### src/rtl/bip2_acc_ctrl.sv
// bip2_acc_ctrl: accumulator/status controller for the BIP-2 datapath.
// Accepts one decoded instruction at a time, fetches or stores a memory
// operand when the opcode needs it, drives the external Ula with ACC and
// the operand register, and writes the result back into ACC and STATUS.
module bip2_acc_ctrl #(
    parameter int DATA_W = 11
) (
    input  logic              clk,
    input  logic              rst_n,
    input  logic              instr_valid,
    output logic              instr_ready,
    input  logic [4:0]        opcode,
    input  logic [DATA_W-1:0] operand,
    output logic [DATA_W-1:0] mem_addr,
    output logic              mem_rd,
    output logic              mem_wr,
    output logic [DATA_W-1:0] mem_wdata,
    input  logic [DATA_W-1:0] mem_rdata,
    input  logic              mem_ack,
    output logic [DATA_W-1:0] alu_op1,
    output logic [DATA_W-1:0] alu_op2,
    output logic              alu_sel,
    input  logic [DATA_W-1:0] alu_result,
    input  logic              alu_z,
    input  logic              alu_n,
    output logic [DATA_W-1:0] acc,
    output logic              status_z,
    output logic              status_n,
    output logic              done,
    output logic              halted
);

    localparam logic [4:0] OP_HLT  = 5'b00000;
    localparam logic [4:0] OP_STO  = 5'b00001;
    localparam logic [4:0] OP_LD   = 5'b00010;
    localparam logic [4:0] OP_LDI  = 5'b00011;
    localparam logic [4:0] OP_ADD  = 5'b00100;
    localparam logic [4:0] OP_ADDI = 5'b00101;
    localparam logic [4:0] OP_SUB  = 5'b00110;
    localparam logic [4:0] OP_SUBI = 5'b00111;

    typedef enum logic [2:0] {
        ST_IDLE = 3'd0,
        ST_RD   = 3'd1,
        ST_WR   = 3'd2,
        ST_EXEC = 3'd3,
        ST_DONE = 3'd4,
        ST_HALT = 3'd5
    } state_t;

    state_t            state_r;
    logic [4:0]        opc_r;
    logic [DATA_W-1:0] opnd_r;
    logic [DATA_W-1:0] addr_r;
    logic [DATA_W-1:0] acc_r;
    logic              z_r;
    logic              n_r;
    logic              sel_r;
    logic              rd_r;
    logic              wr_r;
    logic              done_r;
    logic              halt_r;
    logic              ready_r;

    // Opcodes whose operand is a memory address to be read first.
    function automatic logic is_mem_read(input logic [4:0] op);
        return (op == OP_LD) || (op == OP_ADD) || (op == OP_SUB);
    endfunction

    // Opcodes that execute directly on the immediate operand.
    function automatic logic is_immediate(input logic [4:0] op);
        return (op == OP_LDI) || (op == OP_ADDI) || (op == OP_SUBI);
    endfunction

    // Opcodes that make the Ula subtract.
    function automatic logic is_subtract(input logic [4:0] op);
        return (op == OP_SUB) || (op == OP_SUBI);
    endfunction

    // Control FSM; every output is a register updated alongside the state.
    always_ff @(posedge clk or negedge rst_n) begin
        if (!rst_n) begin
            state_r <= ST_IDLE;
            opc_r   <= 5'd0;
            opnd_r  <= '0;
            addr_r  <= '0;
            acc_r   <= '0;
            z_r     <= 1'b0;
            n_r     <= 1'b0;
            sel_r   <= 1'b0;
            rd_r    <= 1'b0;
            wr_r    <= 1'b0;
            done_r  <= 1'b0;
            halt_r  <= 1'b0;
            ready_r <= 1'b1;
        end else begin
            done_r <= 1'b0;
            case (state_r)
                ST_IDLE: begin
                    if (instr_valid) begin
                        opc_r   <= opcode;
                        addr_r  <= operand;
                        opnd_r  <= operand;
                        sel_r   <= is_subtract(opcode);
                        ready_r <= 1'b0;
                        if (is_mem_read(opcode)) begin
                            state_r <= ST_RD;
                            rd_r    <= 1'b1;
                        end else if (opcode == OP_STO) begin
                            state_r <= ST_WR;
                            wr_r    <= 1'b1;
                        end else if (is_immediate(opcode)) begin
                            state_r <= ST_EXEC;
                        end else if (opcode == OP_HLT) begin
                            state_r <= ST_HALT;
                            halt_r  <= 1'b1;
                        end else begin
                            // Unknown opcodes retire immediately as NOPs.
                            state_r <= ST_DONE;
                            done_r  <= 1'b1;
                        end
                    end else begin
                        ready_r <= 1'b1;
                    end
                end
                ST_RD: begin
                    if (mem_ack) begin
                        opnd_r  <= mem_rdata;
                        rd_r    <= 1'b0;
                        state_r <= ST_EXEC;
                    end else begin
                        rd_r <= 1'b1;
                    end
                end
                ST_WR: begin
                    if (mem_ack) begin
                        wr_r    <= 1'b0;
                        state_r <= ST_DONE;
                        done_r  <= 1'b1;
                    end else begin
                        wr_r <= 1'b1;
                    end
                end
                ST_EXEC: begin
                    case (opc_r)
                        OP_LD, OP_LDI: begin
                            acc_r <= opnd_r;
                        end
                        OP_ADD, OP_ADDI, OP_SUB, OP_SUBI: begin
                            acc_r <= alu_result;
                            z_r   <= alu_z;
                            n_r   <= alu_n;
                        end
                        default: begin
                            acc_r <= acc_r;
                        end
                    endcase
                    state_r <= ST_DONE;
                    done_r  <= 1'b1;
                end
                ST_DONE: begin
                    state_r <= ST_IDLE;
                    ready_r <= 1'b1;
                end
                ST_HALT: begin
                    halt_r  <= 1'b1;
                    ready_r <= 1'b0;
                end
                default: begin
                    state_r <= ST_IDLE;
                    rd_r    <= 1'b0;
                    wr_r    <= 1'b0;
                    ready_r <= 1'b1;
                end
            endcase
        end
    end

    assign instr_ready = ready_r;
    assign mem_addr    = addr_r;
    assign mem_rd      = rd_r;
    assign mem_wr      = wr_r;
    assign mem_wdata   = acc_r;
    assign alu_op1     = acc_r;
    assign alu_op2     = opnd_r;
    assign alu_sel     = sel_r;
    assign acc         = acc_r;
    assign status_z    = z_r;
    assign status_n    = n_r;
    assign done        = done_r;
    assign halted      = halt_r;

endmodule

### config.mk
export PLATFORM = sky130hd
export DESIGN_NAME = bip2_acc_ctrl
export DESIGN_NICKNAME = d
export VERILOG_FILES = /design/src/rtl/bip2_acc_ctrl.sv
export SDC_FILE = /design/constraint.sdc
export NUM_CORES = 1
export LEC_CHECK = 0
export BUFFER_PORTS_ARGS = -buffer_cell sky130_fd_sc_hd__buf_2
export CAP_MARGIN = 20
export CORE_ASPECT_RATIO = 1.2
export CORE_UTILIZATION = 40
export DETAILED_ROUTE_END_ITERATION = 12
export GPL_TIMING_DRIVEN = 0
export PLACE_DENSITY = 0.67
export SETUP_SLACK_MARGIN = 0.5
export SYNTH_ARGS = -nofsm -noshare
export SYNTH_HDL_FRONTEND = slang
export SYNTH_SLANG_ARGS = --single-unit
### constraint.sdc
create_clock -name clk -period 2.45 [get_ports clk]
set_input_delay 0.1225 -clock clk [delete_from_list [all_inputs] [get_ports clk]]
set_output_delay 0.1225 -clock clk [all_outputs]
set_load 0.05 [all_outputs]
==> flow_summary.ini <==
[place]
hpwl_mm = 4.35
dpl_worst_slack_ns = 0.685
dp.cells = 436
placed_area_um2 = 3040
gp_congestion = 0.795
portBuffers = 106

[yosys]
synth_cell_type_count = 40
synth-adder-area-share_pct = 1.04
synth_ff_type = dfrtp_1
synth_area_leader_cell = dfrtp_1
syn_area_um2 = 2410
synth_common_cells = nand2_1, dfrtp_1, buf_4
synth_mux_area_share_pct = 10.9
ys_warn_count = 0
synth_top_area_share_pct = 48.8
synth_most_common_cell = nand2_1
ys_ff_latch = 48
synth_edf_count = 0
ys_top_cells_by_area = dfrtp_1, nand2_1, mux2i_1
avgSynthCellArea_um2 = 9.65
async_flop_share_pct = 100
ys_seq_area_share_pct = 49.8
synth-simple-area-share_pct = 17.1
synth_xor_area_share_pct = 0
syn_inst = 250
syn_nets = 296
synth_compound_area_share_pct = 10.7
synth_top_family_by_area = simple AND/OR/NAND/NOR gates

[setup_path]
arrival_ns = 1.96
cp_slowest_stage_delay_ns = 0.54
cp_cell_sequence = buf_2 > inv_1 > ha_1 > or4_1 > nand3_1 > o21ai_1
cp.required_ns = 2.63
start_kind = flop
worstSetupPathType = flop to flop
endpoint_kind = flop
r2r_slack_ns = 0.67
critPathMaxFanout = 10
critPathTopFamily = simple AND/OR/NAND/NOR gates
reg2reg_depth = 6
crit_buf_inv = 2
cp_slowest_cell = or4_1
r2r_end = state_r[2]
reg2reg_from = state_r[2]

[power]
finalPower_mw = 5.10
p_clk_share_pct = 12.8
vdd_ir_drop_max_mv = 0.592
seqPwrFrac_pct = 26.8
swShare_pct = 52.8
leakage_nw = 1.62
intPower_mw = 2.41
power_density_nw_per_um2 = 1590
p_switching_mw = 2.69
pwr-share-comb_pct = 60.4

[hold_path]
hold_class = primary input to flop
holdPathStages = 3
holdCritStartpoint = operand[0]
hold-path-endpoint = mem_addr[0]

[sta]
finalCriticalPeriod_ns = 1.78
max_freq_mhz = 560
setup_viol = 0
fin_skew_ns = 0.00770
maxSlewViolCount = 0
maxSlewHeadroom_pct = 68.9
hold_violations = 0
whs_ns = 0.0249
worst_slew_pin_slew_ns = 0.464
rsz0062_at_grt = no
fin_crit_sh_pct = 72.9
setup_tns_ns = 0
worst_slack_ns = 0.665

[grt]
grt_pass1_vias = 1902
overflow = 0
grt_max_degree = 49
antenna_found_initial = 0
grt_pass1_wl_mm = 9.10
track_usage_pct = 18.6

[floorplan]
initial_utilization_pct = 42.0
io_pins = 107
core_area_um2 = 5740
rows = 30
die-height_um = 87.1
die_w_um = 72.9
dieArea_um2 = 6350

[flow_run]
drv_cap = 0

[drt]
drt_iter0_drc = 70
num_vias = 2087
vias_per_cell = 4.69
totalWireLength_mm = 5.65
drc = 0
first_pass_iters = 4
routedWlPerCell_um = 12.7
drtAntennaViolNets = 0

[finish]
layout-drive-gt1-share_pct = 42.2
insertedDiodeCount = 0
final_core_util_pct = 55.8
syn2layout_area_growth_pct = 32.7
nNetsFinal = 411
design_area_um2 = 3200
fin_cells = 445

[cts]
ctsRootBufferMaster = clkbuf_8
htree_levels = 2
cts_tree = done
path_clk_slew_ns = 0.09
cts.sinks = 48
clockBufferDepth = 2
clk_latency_ns = 0.29
numCtsBuffers = 5

[outcome]
outcome = finished, final reports clean
[layer usage]
| metal | wire length (um) | vias up | part of all wire, % | global-route usage (%) |
|---|---|---|---|---|
| met5 | 0 | - | 0 | 0 |
| met4 | 101 | 0 | 1.8 | 7.49 |
| met3 | 239 | 7 | 4.2 | 2.78 |
| met2 | 2690 | 63 | 48 | 29.1 |
| met1 | 2620 | 963 | 46 | 26.0 |
| li1 | - | 1054 | - | - |
[worst reg2reg max path, delay by kind of cell (launching register included)]
family | cells | cell delay (ns)
adder cells (fa/ha/maj) | 1 | 0.29
AND/OR/NAND/NOR | 2 | 0.63
AO/OA/AOI/OAI | 1 | 0.06
flip-flops | 1 | 0.34
buffers and inverters | 2 | 0.36
[placed cells by master (no fill, tap or decap), types with 4 or more instances in the layout]
master | netlist | final
nand2_1 | 71 | 71
o21ai_1 | 22 | 22
buf_4 | 25 | 25
dfrtp_1 | 47 | 47
mux2i_1 | 23 | 23
clkbuf_8 | 0 | 5
nand3_1 | 4 | 4
nor2_1 | 4 | 4
buf_2 | 6 | 112
a21oi_1 | 6 | 6
[state kept, by name, indices dropped and copies added (netlist names)]
signal,flops
acc,11
status_z,1
opc_r,4
status_n,1
mem_rd,1
done,1
instr_ready,1
mem_wr,1
halted,1
state_r,3
mem_addr,11
alu_op2,11
alu_sel,1
[cell type report]
class / count / area (um^2)
flip-flops and latches: 48 / 1200
plain buffers: 34 / 236
inverters: 4 / 15.0
clock buffers: 5 / 68.8
multi-input cells: 164 / 958
fillers: 557 / 2540
clock inverters: 2 / 60.1
well taps: 80 / 100
repair buffers: 108 / 561
[worst max-delay path by stage]
stage,start,endpoint,depth (start not counted)
after floorplan,state_r[2],state_r[2],6
after global placement,state_r[2],state_r[2],6
after detailed placement,state_r[2],state_r[2],6
after CTS,state_r[2],state_r[2],6
after global routing,state_r[2],state_r[2],6
final,state_r[2],state_r[2],6
[power by group through the flow]
stage / combinational (mW) / clock, mW / sequential (mW)
5_1_grt: 3.30 / 0.714 / 1.42
3_3_place_gp: 3.06 / 0 / 1.38
2_1_floorplan: 1.43 / 0 / 2.37
6_report: 3.08 / 0.653 / 1.37
3_5_place_dp: 3.09 / 0 / 1.39
4_1_cts: 3.10 / 0.673 / 1.37
[logic make-up after synthesis]
group,after synthesis
flip-flops,48
AO/OA/AOI/OAI,42
multiplexers,26
buffers and inverters,38
adder cells (fa/ha/maj),2
AND/OR/NAND/NOR,94
[repair_timing]
action | in CTS | in global routing
endpoints found under the hold margin | 0 | 48
hold buffers | 0 | 1
buffers inserted | 0 | 0
resized for setup | 0 | 0
No activity file was read; power rests on OpenSTA's default activity.
